`src/rtl/div_pkg.sv`:
```
// Shared RV32M instruction defines and small arithmetic helpers.
// Holds the func3 encodings for the MUL and DIV families so decode
// logic and execution units agree on one set of constants.
package div_pkg;

  // MUL family (func3[2] = 0)
  localparam logic [2:0] INST_MUL    = 3'b000;
  localparam logic [2:0] INST_MULH   = 3'b001;
  localparam logic [2:0] INST_MULHSU = 3'b010;
  localparam logic [2:0] INST_MULHU  = 3'b011;

  // DIV family (func3[2] = 1)
  localparam logic [2:0] INST_DIV    = 3'b100;
  localparam logic [2:0] INST_DIVU   = 3'b101;
  localparam logic [2:0] INST_REM    = 3'b110;
  localparam logic [2:0] INST_REMU   = 3'b111;

  // Two's-complement negation, modulo 2^32.
  function automatic logic [31:0] neg32(input logic [31:0] x);
    return ~x + 32'd1;
  endfunction

  // Magnitude of a signed 32-bit value; 0x80000000 maps to itself,
  // which is still the correct unsigned magnitude.
  function automatic logic [31:0] abs32(input logic [31:0] x);
    return x[31] ? neg32(x) : x;
  endfunction

endpackage

```
`src/rtl/div.sv`:
```
// RV32M divider: DIV, DIVU, REM, REMU using a restoring shift-subtract
// loop, one quotient bit per cycle (32 iterations).
// Ports:
//   clk, rst        clock, synchronous active-high reset
//   op1, op2        dividend / divisor, sampled on accept
//   func3           operation select (func3[2] must be 1 to accept)
//   div_en          start request, honoured only in IDLE
//   reg_waddr_i     destination tag, latched on accept
//   busy_o          high while an operation is in flight
//   ready_o         one-cycle pulse with valid result_o / reg_waddr_o
//   result_o        quotient or remainder, held until the next result
//   reg_waddr_o     latched destination tag
module div
  import div_pkg::*;
(
  input  logic        clk,
  input  logic        rst,
  input  logic [31:0] op1,
  input  logic [31:0] op2,
  input  logic [2:0]  func3,
  input  logic        div_en,
  input  logic [4:0]  reg_waddr_i,
  output logic        busy_o,
  output logic        ready_o,
  output logic [31:0] result_o,
  output logic [4:0]  reg_waddr_o
);

  typedef enum logic [1:0] {S_IDLE, S_START, S_CALC, S_END} state_t;

  state_t      state_q, state_d;
  logic [31:0] op1_q, op2_q;
  logic [2:0]  func3_q;
  logic [4:0]  waddr_q;
  logic [31:0] dividend_q, divisor_q, quot_q, rem_q, result_q;
  logic [5:0]  cnt_q;
  logic        special_q;

  logic        accept;
  logic        signed_op, rem_op;
  logic        div_zero, overflow;
  logic [32:0] shifted, diff;
  logic        qbit;
  logic [31:0] quot_fix, rem_fix, final_result;

  assign accept    = (state_q == S_IDLE) && div_en && func3[2];
  assign signed_op = (func3_q == INST_DIV) || (func3_q == INST_REM);
  assign rem_op    = (func3_q == INST_REM) || (func3_q == INST_REMU);
  assign div_zero  = (op2_q == 32'd0);
  assign overflow  = signed_op && (op1_q == 32'h8000_0000) && (op2_q == 32'hFFFF_FFFF);

  // One restoring step: bring down the next dividend bit, try to subtract.
  // The 33rd bit is needed because the shifted remainder can exceed 2^32-1.
  assign shifted = {rem_q, dividend_q[31]};
  assign diff    = shifted - {1'b0, divisor_q};
  assign qbit    = ~diff[32];

  // Special-case results are already final, so the sign fix-up skips them.
  assign quot_fix = (signed_op && !special_q && (op1_q[31] ^ op2_q[31])) ? neg32(quot_q) : quot_q;
  assign rem_fix  = (signed_op && !special_q && op1_q[31]) ? neg32(rem_q) : rem_q;
  assign final_result = rem_op ? rem_fix : quot_fix;

  // State register
  always_ff @(posedge clk) begin
    if (rst) state_q <= S_IDLE;
    else     state_q <= state_d;
  end

  // Next-state logic
  always_comb begin
    state_d = state_q;
    case (state_q)
      S_IDLE:  if (accept) state_d = S_START;
      S_START: state_d = (div_zero || overflow) ? S_END : S_CALC;
      S_CALC:  if (cnt_q == 6'd31) state_d = S_END;
      S_END:   state_d = S_IDLE;
      default: state_d = S_IDLE;
    endcase
  end

  // Output logic
  always_comb begin
    busy_o   = (state_q != S_IDLE);
    ready_o  = (state_q == S_END);
    result_o = result_q;
    if (state_q == S_END) result_o = final_result;
  end

  assign reg_waddr_o = waddr_q;

  // Datapath registers
  always_ff @(posedge clk) begin
    if (rst) begin
      op1_q      <= '0;
      op2_q      <= '0;
      func3_q    <= '0;
      waddr_q    <= '0;
      dividend_q <= '0;
      divisor_q  <= '0;
      quot_q     <= '0;
      rem_q      <= '0;
      result_q   <= '0;
      cnt_q      <= '0;
      special_q  <= 1'b0;
    end else begin
      case (state_q)
        S_IDLE: begin
          if (accept) begin
            op1_q   <= op1;
            op2_q   <= op2;
            func3_q <= func3;
            waddr_q <= reg_waddr_i;
          end
        end
        S_START: begin
          cnt_q <= '0;
          if (div_zero) begin
            quot_q    <= 32'hFFFF_FFFF;
            rem_q     <= op1_q;
            special_q <= 1'b1;
          end else if (overflow) begin
            quot_q    <= 32'h8000_0000;
            rem_q     <= 32'd0;
            special_q <= 1'b1;
          end else begin
            dividend_q <= signed_op ? abs32(op1_q) : op1_q;
            divisor_q  <= signed_op ? abs32(op2_q) : op2_q;
            quot_q     <= '0;
            rem_q      <= '0;
            special_q  <= 1'b0;
          end
        end
        S_CALC: begin
          dividend_q <= {dividend_q[30:0], 1'b0};
          rem_q      <= qbit ? diff[31:0] : shifted[31:0];
          quot_q     <= {quot_q[30:0], qbit};
          cnt_q      <= cnt_q + 6'd1;
        end
        S_END: result_q <= final_result;
        default: ;
      endcase
    end
  end

endmodule

```
`config.mk`:
```
export PLATFORM = sky130hd
export DESIGN_NAME = div
export DESIGN_NICKNAME = d
export VERILOG_FILES = /design/src/rtl/div_pkg.sv /design/src/rtl/div.sv
export SDC_FILE = /design/constraint.sdc
export NUM_CORES = 1
export LEC_CHECK = 0
export CAP_MARGIN = 25
export CORE_MARGIN = 4
export CORE_UTILIZATION = 25
export CTS_CLUSTER_SIZE = 8
export DETAILED_ROUTE_END_ITERATION = 7
export PLACE_DENSITY = 0.43
export SLEW_MARGIN = 20
export SYNTH_ARGS = -nofsm -noshare
export SYNTH_HDL_FRONTEND = slang
export SYNTH_SLANG_ARGS = --single-unit
```
`constraint.sdc`:
```
create_clock -name clk -period 6.4 [get_ports clk]
set_input_delay 0.64 -clock clk [delete_from_list [all_inputs] [get_ports clk]]
set_output_delay 0.64 -clock clk [all_outputs]
set_load 0.01 [all_outputs]
```
==> flow_metrics.env, run 1 <==
export IMPL_status="finished clean"
export IMPL_grt_antenna_before_repair=1
export IMPL_p_per_area_nw_per_um2=498
export IMPL_cts_hold_buffers=0
export IMPL_report_final_slew_viol_count=0
export IMPL_fin_setup_tns_ns=0
export IMPL_htree_levels=2
export IMPL_numCtsBuffers=37
export IMPL_layout_commonest_cell="nand2_1"
export IMPL_yosys_area_share_simple=0.213
export IMPL_critPathKind="flop to primary output"
export IMPL_hpwlAfterDp_mm=36.0
export IMPL_worst_slew_pin_slew_ns=0.965
export IMPL_drc=0
export IMPL_cts_buffer_depth=3
export IMPL_synthMuxAreaShare=0.0450
export IMPL_arrival_ns=4.10
export IMPL_leakage_uw=0.00608
export IMPL_p_clk_frac=0.211
export IMPL_n_antenna_cell=0
export IMPL_p_int_uw=4720
export IMPL_die_w_um=248
export IMPL_rsz0062_at_grt="false"
export IMPL_post_drt_wl_per_cell_um=18.4
export IMPL_clk_latency_ns=0.56
export IMPL_fin_ws_ns=1.66
export IMPL_hp_class="flop to flop"
export IMPL_dr_pass1_iters=5
export IMPL_grt_use_total=0.161
export IMPL_grt_start_max_net_pins=95
export IMPL_combPwrFrac=0.536
export IMPL_ctsResizeCount=0
export IMPL_ys_ff_latch=241
export IMPL_routed_via_count=13300
export IMPL_nets=2051
export IMPL_startpoint_type="flop"
export IMPL_clock_root_buffer="clkbuf_16"
export IMPL_cts_setup_buffers=0
export IMPL_row_count=87
export IMPL_seq_power_share=0.252
export IMPL_place_congestion=0.877
export IMPL_skew_ns=0.0311
export IMPL_coreArea_um2=56800
export IMPL_relSlewSlack=0.357
export IMPL_cts_tree="yes"
export IMPL_period_needed_ns=4.74
export IMPL_fmax_mhz=211
export IMPL_grt_overflow_total=0
export IMPL_yosysTopAreaCellShare=0.334
export IMPL_area_delta_synth_final_pct=20.0
export IMPL_drv_cap=0
export IMPL_clk_pin_slew_worst_paths_ns=0.05
export IMPL_drt_iter0_drc=934
export IMPL_finalHoldViolations=0
export IMPL_synthesis_instances=1885
export IMPL_io_buffers=113
export IMPL_synth_compound_area_frac=0.233
export IMPL_required_ns=5.76
export IMPL_yosys_area_share_adder=0.0378
export IMPL_yosys_warnings=0
export IMPL_setup_violations=0
export IMPL_switching_share=0.452
export IMPL_synth_area_um2=14400
export IMPL_synth_xor_area_frac=0.0892
export IMPL_vias_per_cell=4.94
export IMPL_switching_power_uw=3900
export IMPL_numClockSinks=241
export IMPL_finalCritPeriodShare=0.741
export IMPL_final_cell_mix="309 x nand2_1, 241 x dfxtp_1, 214 x a21oi_1"
export IMPL_ios=114
export IMPL_ys_async_sr_fraction=0
export IMPL_die_area_um2=61700
export IMPL_grt_pass1_vias=12900
export IMPL_routed_wirelength_mm=49.7
export IMPL_final_antenna_net_count=0
export IMPL_yosysSeqAreaShare=0.334
export IMPL_synth_top_family_by_area="compound AO/OA/AOI/OAI gates"
export IMPL_grt_pass1_wl_mm=77.9
export IMPL_synth_area_per_cell_um2=7.66
export IMPL_worst_ir_drop_vdd_uv=189
export IMPL_drive_above_1_share=0.0761
export IMPL_cp_max_fo=7
export IMPL_dp_slack_ns=2.18
export IMPL_synth_edf_count=0
export IMPL_syn_num_nets=2003
export IMPL_endpoint_kind="primary output"
export IMPL_start_util=0.254
export IMPL_post_synth_top_area_cell="dfxtp_1"
export IMPL_die_h_um=248
export IMPL_synthTopCellsByArea="dfxtp_1 33%, nand2_1 8.1%, a21oi_1 7.4%"
export IMPL_synth_ff_type="dfxtp_1"
export IMPL_yosysUniqueCellTypes=77
[routing by layer]
| metal | routed length [um] | GRT usage | up-vias | part of all wire |
|---|---|---|---|---|
| met5 | 13 | 0 | - | 0.00026 |
| met1 | 24400 | 0.228 | 6236 | 0.49 |
| met3 | 2570 | 0.0313 | 81 | 0.052 |
| met2 | 21300 | 0.244 | 313 | 0.43 |
| met4 | 1440 | 0.0538 | 2 | 0.029 |
| li1 | - | - | 6710 | - |
[worst max-delay path, stage by stage, from the launching register on]
cell	delay [ns]
dfxtp_1	0.38
or4_1	0.57
nor4_1	0.63
nor3b_2	0.51
a21oi_1	0.18
a21oi_1	0.18
xnor2_1	0.17
o21ai_0	0.17
a21oi_1	0.21
clkdlybuf4s50_1	0.55
[power groups by stage]
stage	logic, uW	registers, uW	clock network [uW]
floorplan	3420	2040	0
global placement	4560	2190	0
detailed placement	4600	2200	0
CTS	4620	2170	1900
global route	5130	2220	1960
finish	4620	2180	1820
[final timing paths]
path / startpoint / end / slack [ns] / depth (start not counted)
max: rem_q[0] / result_o[27] / 1.66 / 9
max reg2reg: rem_q[10] / rem_q[7] / 2.51 / 12
min reg2reg: dividend_q[15] / dividend_q[15] / 0.45 / 2
min: dividend_q[15] / dividend_q[15] / 0.45 / 2
[Yosys cell counts (all sizes together) (15+ instances only)]
library cell and count:
nor2 198, nand2 311, a22oi 18, nor3 27, a21oi 215, inv 63
o211ai 17, mux2i 15, mux2 44, nand4 17, dfxtp 241, o31ai 24
xnor2 84, clkbuf 106, a211oi 81, xor2 63, a31oi 17, nor2b 38
o21ai 79, ha 42
[cells by family (layout without fill, tap and decap cells)]
kind of cell / after synthesis / in the layout
fa+ha+maj: 43 / 43
flops: 241 / 241
mux: 59 / 59
compound gates: 531 / 531
simple gates: 681 / 681
buf+inv: 183 / 242
xor+xnor: 147 / 147
[registers in the layout, summed over array words and instances, names as in the netlist]
name and flops:
cnt_q 6, dividend_q 32, divisor_q 32, func3_q 3, op1_q 32, op2_q 32
quot_q 32, reg_waddr_o 5, rem_q 32, result_q 32, special_q 1, state_q 2
[final cells by class]
class | count | area (um^2)
inverter | 63 | 236
timing repair buffer | 129 | 1290
multi-input combinational | 1461 | 8970
clock buffer | 47 | 1010
sequential | 241 | 4820
tap | 756 | 946
clock inverter | 3 | 41.3
fill | 6205 | 39500
[metrics by stage]
step                      cell area (um^2)  cells  power, uW  hold slack, ns   util
final                                17300   2700       8620           0.447  0.305
after global routing                 17300   2700       9310           0.469  0.305
after CTS                            17300   2699       8690           0.450  0.305
after detailed placement             16300   2649       6800           0.443  0.286
after global placement               16200   2647       6750           0.437  0.285
after floorplan                      14400   1885       5460           0.427      -
Power figures use the tool's default switching activity.
==> run 2, diff against run 1 <==
==> constraint.sdc (replaced) <==
create_clock -name clk -period 4.4 [get_ports clk]
set_input_delay 0.44 -clock clk [delete_from_list [all_inputs] [get_ports clk]]
set_output_delay 0.44 -clock clk [all_outputs]
set_load 0.01 [all_outputs]
==> run 2 against run 1 <==
Sequential power rose by 44%. Core utilization rose by 0.15 points. Design area rose by 0.48%. First-iteration DRC count fell by 3.3%. Setup slack got worse by 1.4 ns. Sequential share of layout area fell by 0.13 points. Worst hold slack got worse by 0.14 ns. Critical path depth did not move.
==> flow_metrics.env, run 2 (synthesized netlist as in run 1, its figures left out) <==
export IMPL_status="finished clean"
export IMPL_report_final_slew_viol_count=0
export IMPL_grt_overflow_total=0
export IMPL_leakage_uw=0.00614
export IMPL_grt_antenna_before_repair=3
export IMPL_clock_root_buffer="clkbuf_16"
export IMPL_layout_commonest_cell="nand2_1"
export IMPL_r2r_cells=12
export IMPL_p_per_area_nw_per_um2=714
export IMPL_drv_cap=0
export IMPL_n_antenna_cell=0
export IMPL_cts_buffer_depth=3
export IMPL_reg2reg_slack_ns=0.89
export IMPL_rsz0062_at_grt="true"
export IMPL_final_cell_mix="309 x nand2_1, 241 x dfxtp_1, 214 x a21oi_1"
export IMPL_die_area_um2=61700
export IMPL_fmax_mhz=239
export IMPL_cts_tree="yes"
export IMPL_die_w_um=248
export IMPL_routed_via_count=13400
export IMPL_grt_start_max_net_pins=121
export IMPL_endpoint_kind="primary output"
export IMPL_nets=2065
export IMPL_power_uw=12400
export IMPL_fillers=6173
export IMPL_worst_ir_drop_vdd_uv=448
export IMPL_cts_setup_buffers=0
export IMPL_start_util=0.254
export IMPL_routed_wirelength_mm=49.6
export IMPL_critPathKind="flop to primary output"
export IMPL_finalCritPeriodShare=0.950
export IMPL_hpwlAfterDp_mm=35.9
export IMPL_relSlewSlack=0.461
export IMPL_htree_levels=2
export IMPL_grt_use_total=0.160
export IMPL_arrival_ns=3.74
export IMPL_fin_setup_tns_ns=0
export IMPL_clk_pin_slew_worst_paths_ns=0.06
export IMPL_coreArea_um2=56800
export IMPL_required_ns=3.96
export IMPL_ios=114
export IMPL_numCtsBuffers=37
export IMPL_io_buffers=113
export IMPL_whs_path_depth=2
export IMPL_die_h_um=248
export IMPL_place_congestion=0.922
export IMPL_vias_per_cell=4.94
export IMPL_cts_hold_buffers=0
export IMPL_regArea_um2=4820
export IMPL_drc=0
export IMPL_grt_pass1_vias=13100
export IMPL_post_drt_wl_per_cell_um=18.3
export IMPL_area_delta_synth_final_pct=20.6
export IMPL_multi_input_comb_area_um2=8970
export IMPL_period_needed_ns=4.18
export IMPL_final_antenna_net_count=0
export IMPL_drive_above_1_share=0.0822
export IMPL_startpoint_type="flop"
export IMPL_cp_max_fo=8
export IMPL_row_count=87
export IMPL_worst_slew_pin_slew_ns=0.808
export IMPL_numClockSinks=241
export IMPL_grt_pass1_wl_mm=77.7
export IMPL_finalHoldViolations=0
export IMPL_clk_latency_ns=0.54
export IMPL_drt_iter0_drc=903
export IMPL_hp_class="primary input to flop"
export IMPL_setup_violations=0
export IMPL_skew_ns=0.0149
export IMPL_dr_pass1_iters=5
[run 2: path summary, 6_finish.rpt]
path,from,to
hold reg to reg,dividend_q[13],dividend_q[13]
setup / recovery,rem_q[7],result_o[28]
hold / removal,rst,quot_q[31]
setup reg to reg,rem_q[0],rem_q[7]
[run 2: metrics by stage]
step | cell area [um^2] | utilization | worst slack (ns) | cells | hold WS, ns
floorplan | 14400 | - | 1.53 | 1885 | 0.427
detailed placement | 16300 | 0.288 | 0.738 | 2662 | 0.444
global placement | 16300 | 0.288 | 0.719 | 2662 | 0.439
global route | 17400 | 0.306 | -0.0355 | 2714 | 0.317
finish | 17400 | 0.306 | 0.218 | 2714 | 0.308
CTS | 17400 | 0.306 | 0.158 | 2712 | 0.414
[run 2: worst max-delay path: stages (launching register included)]
cell             delay [ns]
dfxtp_1                0.38
or4_1                  0.57
or3_1                  0.41
nor3_2                 0.30
nand2_1                0.18
o31ai_1                0.30
xnor2_1                0.18
mux2i_1                0.12
mux2_2                 0.29
clkdlybuf4s50_1        0.47
[run 2: power by group]
part	internal [uW]	leakage (uW)	switching, uW
combinational	2650	0.00367	4030
sequential	2610	0.00196	530
clock	1580	0.000502	1030
[run 2: final cells by class]
| class | count | share of cell area |
|---|---|---|
| Clock buffer | 48 | 0.0579 |
| Clock inverter | 2 | 0.00101 |
| Inverter | 63 | 0.0136 |
| Multi-Input combinational cell | 1461 | 0.516 |
| Sequential cell | 241 | 0.277 |
| Tap cell | 756 | 0.0543 |
| Timing Repair Buffer | 143 | 0.0806 |
[run 2: per-layer routing]
layer  track usage  part of all wire  vias to the layer above
met5             0           0.00081                        -
met4        0.0554             0.032                        6
met2         0.240              0.42                      302
met1         0.229              0.49                     6262
met3        0.0324             0.054                       92
li1              -                 -                     6734
[run 2: what timing repair did]
item | in CTS | in global routing
endpoints found under the setup margin | 0 | 2
resized for setup | 0 | 0
endpoints found under the hold margin | 0 | 0
